**src/rtl/pipe_hazard_ctrl.sv**
```systemverilog
`default_nettype none
// +--------------------------------------------------------------------------------------+
// | pipe_hazard_ctrl : stall/flush sequencer for the 5-stage pipeline (load-use, branch, |
// |                    dmem wait, ack timeout). Optional perf counters: PIPE_PERF_CNT_EN |
// | Revision: 1.0                                                                        |
// +--------------------------------------------------------------------------------------+
module pipe_hazard_ctrl #(
   parameter int ACK_TIMEOUT = 15,
   parameter int CNT_W       = 32
) (
   input  logic             clk,
   input  logic             rst,
   input  logic [4:0]       id_rs1,
   input  logic [4:0]       id_rs2,
   input  logic             id_uses_rs1,
   input  logic             id_uses_rs2,
   input  logic [4:0]       ex_rd,
   input  logic             ex_mem_read,
   input  logic             ex_branch_taken,
   input  logic             mem_req,
   input  logic             mem_ack,
   output logic             pc_we,
   output logic             ifid_we,
   output logic             ifid_flush,
   output logic             idex_we,
   output logic             idex_flush,
   output logic             exmem_we,
   output logic             memwb_flush,
   output logic             mem_err,
`ifdef PIPE_PERF_CNT_EN
   output logic [CNT_W-1:0] stall_cycles,
   output logic [CNT_W-1:0] flush_events,
`endif
   output logic [1:0]       fsm_state
);

   localparam logic [1:0] ST_RUN      = 2'b00;
   localparam logic [1:0] ST_MEM_WAIT = 2'b01;
   localparam logic [1:0] ST_ERR      = 2'b10;

   if (ACK_TIMEOUT < 1 || ACK_TIMEOUT > 255 || CNT_W < 1) begin : g_bad_param
      $error("pipe_hazard_ctrl: ACK_TIMEOUT must be 1..255 and CNT_W >= 1");
   end

   logic [1:0] state_q, state_d;
   logic [7:0] wait_cnt_q, wait_cnt_d;
   logic       mem_err_q, mem_err_d;
   logic       load_use;
   logic       freeze;

   assign load_use = ex_mem_read && (ex_rd != 5'd0) &&
                     ((id_uses_rs1 && (id_rs1 == ex_rd)) ||
                      (id_uses_rs2 && (id_rs2 == ex_rd)));

   // An ack in MEM_WAIT is the release cycle, so it never freezes; ERR ignores ack.
   always_comb begin
      freeze = 1'b1;
      case (state_q)
         ST_RUN:      freeze = mem_req && !mem_ack;
         ST_MEM_WAIT: freeze = !mem_ack;
         default:     freeze = 1'b1;
      endcase
   end

   always_ff @(posedge clk) begin
      if (!rst) begin
         state_q    <= ST_RUN;
         wait_cnt_q <= 8'd0;
         mem_err_q  <= 1'b0;
      end else begin
         state_q    <= state_d;
         wait_cnt_q <= wait_cnt_d;
         mem_err_q  <= mem_err_d;
      end
   end

   always_comb begin
      state_d    = state_q;
      wait_cnt_d = wait_cnt_q;
      case (state_q)
         ST_RUN: begin
            if (mem_req && !mem_ack) begin
               state_d    = ST_MEM_WAIT;
               wait_cnt_d = 8'd1;
            end else begin
               wait_cnt_d = 8'd0;
            end
         end
         ST_MEM_WAIT: begin
            if (mem_ack) begin
               state_d    = ST_RUN;
               wait_cnt_d = 8'd0;
            end else if (wait_cnt_q == 8'(ACK_TIMEOUT)) begin
               state_d = ST_ERR;
            end else begin
               wait_cnt_d = wait_cnt_q + 8'd1;
            end
         end
         default: state_d = ST_ERR;
      endcase
      mem_err_d = mem_err_q || (state_d == ST_ERR);
   end

   always_comb begin
      pc_we       = 1'b1;
      ifid_we     = 1'b1;
      idex_we     = 1'b1;
      exmem_we    = 1'b1;
      ifid_flush  = 1'b0;
      idex_flush  = 1'b0;
      memwb_flush = 1'b0;
      if (!rst) begin
         pc_we       = 1'b0;
         ifid_we     = 1'b0;
         idex_we     = 1'b0;
         exmem_we    = 1'b0;
         ifid_flush  = 1'b1;
         idex_flush  = 1'b1;
         memwb_flush = 1'b1;
      end else if (freeze) begin
         pc_we       = 1'b0;
         ifid_we     = 1'b0;
         idex_we     = 1'b0;
         exmem_we    = 1'b0;
         memwb_flush = 1'b1;
      end else if (ex_branch_taken) begin
         ifid_flush = 1'b1;
         idex_flush = 1'b1;
      end else if (load_use) begin
         pc_we      = 1'b0;
         ifid_we    = 1'b0;
         idex_flush = 1'b1;
      end
   end

   assign fsm_state = rst ? state_q : ST_RUN;
   assign mem_err   = mem_err_q;

`ifdef PIPE_PERF_CNT_EN
   logic [CNT_W-1:0] stall_cycles_q, stall_cycles_d;
   logic [CNT_W-1:0] flush_events_q, flush_events_d;

   always_comb begin
      stall_cycles_d = stall_cycles_q + CNT_W'(!pc_we);
      flush_events_d = flush_events_q + CNT_W'(ifid_flush);
   end

   always_ff @(posedge clk) begin
      if (!rst) begin
         stall_cycles_q <= '0;
         flush_events_q <= '0;
      end else begin
         stall_cycles_q <= stall_cycles_d;
         flush_events_q <= flush_events_d;
      end
   end

   assign stall_cycles = stall_cycles_q;
   assign flush_events = flush_events_q;
`endif

endmodule
`default_nettype wire

```
**config.mk**
```make
export PLATFORM = sky130hd
export DESIGN_NAME = pipe_hazard_ctrl
export DESIGN_NICKNAME = d
export VERILOG_FILES = /design/src/rtl/pipe_hazard_ctrl.sv
export SDC_FILE = /design/constraint.sdc
export NUM_CORES = 1
export LEC_CHECK = 0
export CAP_MARGIN = 20
export CORE_MARGIN = 1.5
export CORE_UTILIZATION = 44
export DETAILED_ROUTE_END_ITERATION = 16
export MAX_ROUTING_LAYER = met4
export PLACE_DENSITY = 0.8
export SKIP_LAST_GASP = 1
export SLEW_MARGIN = 20
export SYNTH_ARGS = -nofsm -noshare
export SYNTH_HDL_FRONTEND = slang
export SYNTH_SLANG_ARGS = --single-unit
```
**constraint.sdc**
```tcl
create_clock -name clk -period 3.15 [get_ports clk]
set_input_delay 0.315 -clock clk [delete_from_list [all_inputs] [get_ports clk]]
set_output_delay 0.315 -clock clk [all_outputs]
set_load 0.05 [all_outputs]
```
Word level (Yosys, flattened, before mapping)
Index checks and enable logic that the tools add are counted.
{"block": "totals", "elab_cells": 47, "inputBits": 23, "output_inout_bits": 10, "ff_bits": 11}
{"block": "classes", "addsub": 1, "eq_ne": 6, "reduce_logical": 12, "mux": 25}
{"operator": "$mux 1", "n": 16}
{"operator": "$mux 8", "n": 2}
{"operator": "$pmux 8 s2", "n": 1}
{"operator": "$eq 5x5->1", "n": 2}
{"operator": "$add 8x1->8 const B", "n": 1}
{"operator": "$eq 8x4->1 const B", "n": 1}
{"operator": "$mux 2", "n": 4}
{"operator": "$logic_and 1x1->1", "n": 5}
{"operator": "$reduce_bool 5->1", "n": 1}
{"operator": "$pmux 2 s2", "n": 1}
{"operator": "$ne 3x3->1 const B", "n": 1}
{"operator": "$eq 2x1->1 const B", "n": 1}
{"operator": "$eq 2x2->1 const B", "n": 1}
{"operator": "$logic_not 2->1", "n": 1}
{"operator": "$logic_or 1x1->1", "n": 2}
{"operator": "$pmux 1 s2", "n": 1}
{"operator": "$reduce_and 2->1", "n": 1}
{"operator": "$reduce_bool 2->1", "n": 1}
{"operator": "$logic_not 1->1", "n": 1}

Logic depth before layout (Yosys ltp)
Gate-level depths: netlist (run 1).
{"block": "depth", "depth_word": 8, "mapped_depth": 6, "ltp_nobuf": 5}

Worst setup path after synthesis (run 1)
OpenSTA, ideal clock, no wires.
{"block": "synth_path", "path_type": "input -> output", "from": "input port ex_rd[3]", "to": "output port idex_flush", "path_buffers": 0, "slack_ps": 707, "cell_stages": 4, "t_required_ps": 2835, "t_arrival_ps": 2128, "path_cell_list": "xor2_1 nor4_1 a32oi_1 o311ai_1"}
{"block": "synth_between", "elab_chain_len": 8, "elab_cells_between_ends": 12, "cone_classes": "eq/ne (2); mux (4); reduce/logical (6)"}
{"item": "start, declared", "line": "17", "text": "input logic [4:0] ex_rd,"}
{"item": "$eq 5x5->1, on equally long branches", "line": "52, 53"}
{"item": "$logic_and 1x1->1, on equally long branches", "line": "52, 53"}
{"item": "$logic_or 1x1->1", "line": "52", "text": "((id_uses_rs1 && (id_rs1 == ex_rd)) ||"}
{"item": "$logic_and 1x1->1 *", "line": "51", "text": "assign load_use = ex_mem_read && (ex_rd != 5'd0) &&"}
{"item": "$mux 1 *", "line": "129", "text": "end else if (load_use) begin"}
{"item": "$mux 1 *", "line": "126", "text": "end else if (ex_branch_taken) begin"}
{"item": "$mux 1 *", "line": "120", "text": "end else if (freeze) begin"}
{"item": "$mux 1 *", "line": "112", "text": "if (!rst) begin"}
{"item": "end, declared", "line": "26", "text": "output logic idex_flush,"}
Mark *: on every way between the ends. The rest lies on a longest branch, timed or not.

Final worst setup path (run 1)
{"block": "layout_path", "from": "input port mem_ack", "to": "output port ifid_flush"}
{"block": "layout_between", "elab_chain_len": 5}
{"item": "start, declared", "line": "21", "text": "input logic mem_ack,"}
{"item": "$logic_not 1->1 *", "line": "59, 60"}
{"item": "$logic_and 1x1->1", "line": "59", "text": "ST_RUN: freeze = mem_req && !mem_ack;"}
{"item": "$pmux 1 s2 *", "line": "58", "text": "case (state_q)"}
{"item": "$mux 1 *", "line": "120"}
{"item": "$mux 1 *", "line": "112"}
{"item": "end, declared", "line": "24", "text": "output logic ifid_flush,"}
Marks and branches as above.

==> run_results.csv, run 1 <==
group,metric,value,unit
sta,finalClockSkew,0.003344,ns
routing,drcViolationCount,1,
placement,dpl.hpwl,1.503,mm
critical_path,cp-startpoint,"mem_ack",
power,ir_drop,0.2382,mV
power,seqPwrFrac,0.420,
status,status,"finished with violations",
synth,synth_cell_types,38,
placement,gp_congestion,0.8092,
floorplan,pin_count,33,
critical_path,timing.rr.start,"wait_cnt_q[0]",
critical_path,crit_fanout,5,
routing,vias_per_cell,5.537,
synth,synth_fp_nets,114,
clocking,cts_resized,0,
power,p_sw,0.1034,mW
floorplan,die_area,1996,um2
synth,synth_flop_cell,"dfxtp_1",
clocking,clkSinkCount,11,
critical_path,r2r_end,"wait_cnt_q[0]",
status,violations,"design-rule violations",
flow_run,drv_cap,0,
power,combPwrFrac,0.287,
grt,grt_max_degree,18,
floorplan,rows,14,
layout,drive_above_1_share,0.09167,
sta,grt_setup_unrepaired,"no",
critical_path,endpoint,"ifid_flush",
layout,antennaDiodeCount,0,
sta,finalSetupViolations,0,
sta,slew_viol_final,0,
sta,hold_violations,0,
critical_path,slowest_stage,"clkdlybuf4s50_1",
synth,synthCells,90,
clocking,cts_setup_buffers,0,
sta,worst_pin_slew,0.5382,ns
routing,drt-total-wl,1.864,mm
routing,antenna_left,0,
critical_path,cp.arrival,2.35,ns
grt,grt_pass1_wl,3.036,mm
routing,avgRoutedWirePerCell,13.71,um
layout,fin_nets,145,
power,clkPwrFrac,0.293,
sta,fmax,375.2,MHz
grt,grt_pass1_vias,705,
clocking,root_buffer,"clkbuf_4",
critical_path,reg2reg_depth,5,
clocking,cts.clk_slew.worst_paths,0.07,ns
synth,seq_area_frac_synth,0.2881,
critical_path,cp_top_family,"buffers and inverters",
power,power.density,311.7,nW/um2
critical_path,crit_buf_inv,2,
grt,grt.overflow.total,0,
synth,ys_async_sr_fraction,0,
floorplan,start_util,0.4904,
routing,dr_total_vias,753,
synth,syn_avg_cell_area,8.494,um2
sta,layout_min_cycle_time,2.665,ns
layout,syn_to_final_growth,43.04,%
synth,synth.cell_area,764.5,um2
routing,first_iter_violations,13,
clocking,cts_tree,"done",
clocking,clock_latency,0.27,ns
floorplan,die_y,44.68,um
sta,fin_setup_tns,0,ns
min_path,hold_path.class,"register to register",
routing,dr.pass1.iters,9,
clocking,cts_hold_buffers,0,
sta,slew_headroom,0.6401,
synth,synth_edf_count,0,
critical_path,cp.depth,6,
critical_path,cp-end-kind,"output pin",
power,p_leak,0.4378,nW
critical_path,worstPathCellList,"clkdlybuf4s50_1 > o21bai_1 > nor2b_1 > nand2_1 > nand2_1 > clkdlybuf4s50_1",
clocking,clockBufferDepth,2,
power,p_sw_frac,0.3033,
floorplan,design.core.area,1559,um2
clocking,cts_buffers,3,
placement,numPortBuffers,32,
placement,place_area,1067,um2
layout,fin_area,1094,um2
sta,period_share,0.8461,
critical_path,crit_type,"input pin to output pin",
critical_path,r2r_slack,1.62,ns
critical_path,crit_path_max_incr_delay,0.82,ns
critical_path,start_kind,"input pin",
power,p_int,0.2375,mW
synth,ys_ff_latch,11,
floorplan,dieWidth,44.68,um
synth,yosysWarnings,0,
clocking,htreeDepth,1,
grt,track_usage,0.2143,
grt,antenna_found_initial,0,
critical_path,cp.required,2.83,ns
-- cell type report --
cell class / count / area, um2
Multi-Input combinational cell: 70 / 503.0
Fill cell: 123 / 465.4
Timing Repair Buffer: 32 / 312.8
Sequential cell: 11 / 220.2
Clock buffer: 4 / 26.28
Tap cell: 16 / 20.02
Inverter: 3 / 11.26
-- worst min-delay path by stage --
stage | start | end | slack, ns | depth (start not counted)
after floorplan | rst | state_q[1] | 0.44 | 1
after global placement | mem_err | mem_err | 0.45 | 1
after detailed placement | mem_err | mem_err | 0.46 | 1
after CTS | mem_err | mem_err | 0.47 | 1
after global routing | mem_err | mem_err | 0.50 | 1
final | mem_err | mem_err | 0.47 | 1
-- per-stage QoR --
step | util | setup slack [ns] | total power, mW | instances | hold slack, ns
2_1_floorplan | - | 0.7075 | 0.1978 | 90 | 0.4367
3_3_place_gp | 0.6846 | 0.5360 | 0.2425 | 132 | 0.4538
3_5_place_dp | 0.6846 | 0.4929 | 0.2447 | 132 | 0.4586
4_1_cts | 0.7014 | 0.4878 | 0.3445 | 136 | 0.4741
5_1_grt | 0.7014 | 0.3428 | 0.3557 | 136 | 0.5049
6_report | 0.7014 | 0.4848 | 0.3409 | 136 | 0.4716
-- Yosys cell counts, types with 2 or more instances --
cell / number / area share
and2_1: 3 / 0.025
a32oi_1: 2 / 0.023
nor4_1: 2 / 0.016
nor2_1: 4 / 0.020
inv_1: 3 / 0.015
o21ai_0: 3 / 0.020
a31oi_1: 2 / 0.016
o21a_1: 5 / 0.049
o221a_1: 2 / 0.029
buf_4: 2 / 0.020
or4_1: 2 / 0.020
dfxtp_1: 11 / 0.29
xnor2_1: 2 / 0.023
nor3_1: 2 / 0.013
nor2b_1: 3 / 0.025
clkbuf_1: 4 / 0.020
xor2_1: 8 / 0.092
nand2b_1: 2 / 0.016
a21oi_1: 2 / 0.013
nand2_1: 8 / 0.039
-- cell usage in the layout, fill, tap and decap left out, drive strengths merged, types with 4 or more instances in the layout --
master / synthesis / layout
clkdlybuf4s50: 0 / 29
dfxtp: 11 / 11
nand2: 8 / 8
xor2: 8 / 8
o21a: 5 / 5
nor2: 4 / 4
and2: 4 / 4
clkbuf: 4 / 4
-- logic make-up after synthesis --
family	after synthesis	synth area share
flops	11	0.2881
fa+ha+maj	1	0.01636
buf+inv	9	0.05400
compound gates	25	0.2570
simple gates	34	0.2701
xor+xnor	10	0.1146
-- power groups by stage --
stage          Sequential (mW)  Clock [mW]  Combinational, mW
6_report                 0.143      0.0999             0.0978
5_1_grt                  0.144       0.108              0.104
4_1_cts                  0.143       0.103             0.0985
3_5_place_dp             0.147           0             0.0982
3_3_place_gp             0.146           0             0.0962
2_1_floorplan            0.146           0             0.0520
-- flip-flops by register name, summed over array words and instances (netlist names) --
| register | flops |
|---|---|
| wait_cnt_q | 8 |
| state_q | 2 |
| mem_err | 1 |
-- per-layer routing --
metal | wire [um] | track usage | vias to the layer above
li1 | - | - | 392
met3 | 82 | 0.04898 | 4
met1 | 861 | 0.2580 | 333
met5 | 0 | - | -
met2 | 879 | 0.3304 | 24
met4 | 41 | 0.1091 | 0
Note: power is estimated with default switching activity, not from simulation.
==> inputs of run 2 (changes only) <==
CORE_UTILIZATION = 37   (was 44)
PLACE_DENSITY = 0.71   (was 0.8)
clock period = 2.2 ns   (was 3.15 ns; I/O delays follow)
==> run 2 against run 1 <==
Effect of this change:
- the flow now finishes without violations
- clock skew decreased by 0.0016 ns
- core utilization shrank 6.7 points
- global-route usage is 3.0 points lower
- first-iteration DRC count grew 23%
- critical path depth did not move
- sequential share of layout area is 2.4 points lower
- sequential power rose by 43%
- non-clock buffer count increased by 4
- sequential cell count unchanged
- register-to-register slack got worse by 0.93 ns
- critical path type unchanged
- critical endpoint is now ifid_we
- highest routed layer unchanged
==> run_results.csv, run 2 (synthesis gave the netlist of run 1 again) <==
group,metric,value,unit
grt,grt_pass1_vias,816,
power,p_leak,0.5174,nW
clocking,cts_tree,"done",
floorplan,rows,16,
critical_path,cp.arrival,1.90,ns
layout,largest_reg_flops,8,
routing,avgRoutedWirePerCell,12.90,um
layout,fin_area,1245,um2
floorplan,dieWidth,48.46,um
critical_path,start_kind,"input pin",
power,power.density,417.6,nW/um2
layout,syn_to_final_growth,62.85,%
layout,layout_common_cells,"clkdlybuf4s50_1, dfxtp_1, nand2_1, xor2_1, buf_12",
sta,layout_min_cycle_time,2.122,ns
clocking,cts.clk_slew.worst_paths,0.07,ns
layout,multi_input_area,520.5,um2
grt,grt_max_degree,15,
routing,dr.pass1.iters,4,
placement,place_area,1204,um2
sta,slew_headroom,0.6745,
clocking,cts_buffers,3,
layout,top_register,"wait_cnt_q",
power,power.total,0.5199,mW
status,status,"completed",
power,ir_drop,0.2394,mV
clocking,clockBufferDepth,2,
sta,hold_violations,0,
sta,fmax,471.2,MHz
clocking,root_buffer,"clkbuf_4",
layout,fillers,182,
routing,vias_per_cell,5.377,
grt,grt.overflow.total,0,
sta,slew_viol_final,0,
min_path,whs_path_depth,1,
floorplan,die_area,2348,um2
clocking,cts_setup_buffers,0,
grt,antenna_found_initial,0,
placement,gp_congestion,0.7334,
floorplan,design.core.area,1962,um2
placement,numPortBuffers,32,
routing,drcViolationCount,0,
sta,finalClockSkew,0.001780,ns
sta,worst_pin_slew,0.4868,ns
routing,first_iter_violations,16,
floorplan,pin_count,33,
min_path,hold_start,"mem_err",
critical_path,reg2reg_depth,5,
min_path,min_to,"mem_err",
layout,layout_commonest_cell,"clkdlybuf4s50_1",
placement,dpl.hpwl,1.580,mm
clocking,clock_latency,0.27,ns
clocking,clkSinkCount,11,
layout,antennaDiodeCount,0,
grt,grt_pass1_wl,3.339,mm
routing,antenna_left,0,
grt,track_usage,0.1840,
clocking,htreeDepth,1,
floorplan,start_util,0.3897,
critical_path,cp-end-kind,"output pin",
sta,period_share,0.9647,
routing,dr_total_vias,812,
routing,drt-total-wl,1.948,mm
sta,finalSetupViolations,0,
layout,fin_nets,149,
sta,fin_setup_tns,0,ns
critical_path,r2r_slack,0.69,ns
critical_path,timing.rr.start,"wait_cnt_q[0]",
clocking,cts_hold_buffers,0,
critical_path,r2r_end,"wait_cnt_q[0]",
layout,seqCellArea,220.2,um2
flow_run,drv_cap,0,
layout,drive_above_1_share,0.1935,
floorplan,die_y,48.46,um
min_path,hold_path.class,"register to register",
critical_path,crit_type,"input pin to output pin",
critical_path,cp.required,1.98,ns
critical_path,crit_fanout,3,
run 2: metal layers:
metal,global-route usage,vias up,share of wire
met5,-,-,0
met4,0.05714,0,0.0067
met3,0.03704,2,0.048
met2,0.3819,25,0.56
met1,0.1622,383,0.38
li1,-,402,-
run 2: cell type report:
type	instances	area share
Inverter	3	0.009045
Sequential cell	11	0.1769
Tap cell	27	0.02714
Multi-Input combinational cell	70	0.4181
Clock buffer	4	0.02111
Timing Repair Buffer	36	0.3477
run 2: how the worst max path moves through the flow:
stage                          start      end  cells past startpoint
final                       ex_rd[3]  ifid_we                      6
after global routing        ex_rd[3]  ifid_we                      6
after CTS                   ex_rd[3]  ifid_we                      6
after detailed placement    ex_rd[2]  ifid_we                      5
after global placement      ex_rd[2]  ifid_we                      5
after floorplan           state_q[0]  idex_we                      5
run 2: stage by stage:
step                      hold slack, ns  utilization  worst slack [ns]  std cells
after CTS                         0.4754       0.6269         0.0003808        151
after floorplan                   0.3417            -            0.1215         90
after global routing              0.5040       0.6346         -0.006014        151
after detailed placement          0.4581       0.6135          -0.02342        147
final                             0.4718       0.6346           0.07764        151
after global placement            0.4502       0.6135           0.04148        147
run 2: what timing repair did:
action                     CTS  global route
gates cloned                 0             0
pin swaps                    2             3
resized for setup            1             4
setup endpoints to repair    2             2
run 2: critical path, cell delays in order:
cell	delay [ns]
clkdlybuf4s50_1	0.47
xor2_1	0.20
nor4_2	0.30
a32oi_1	0.12
o311a_1	0.40
buf_12	0.18
run 2: report_power, final:
group	internal, mW	leakage [nW]	switching, mW	total (mW)
clock	0.0701	0.0150	0.0716	0.142
combinational	0.0920	0.413	0.0813	0.173
sequential	0.201	0.0890	0.00346	0.205
total	0.363	0.517	0.156	0.520
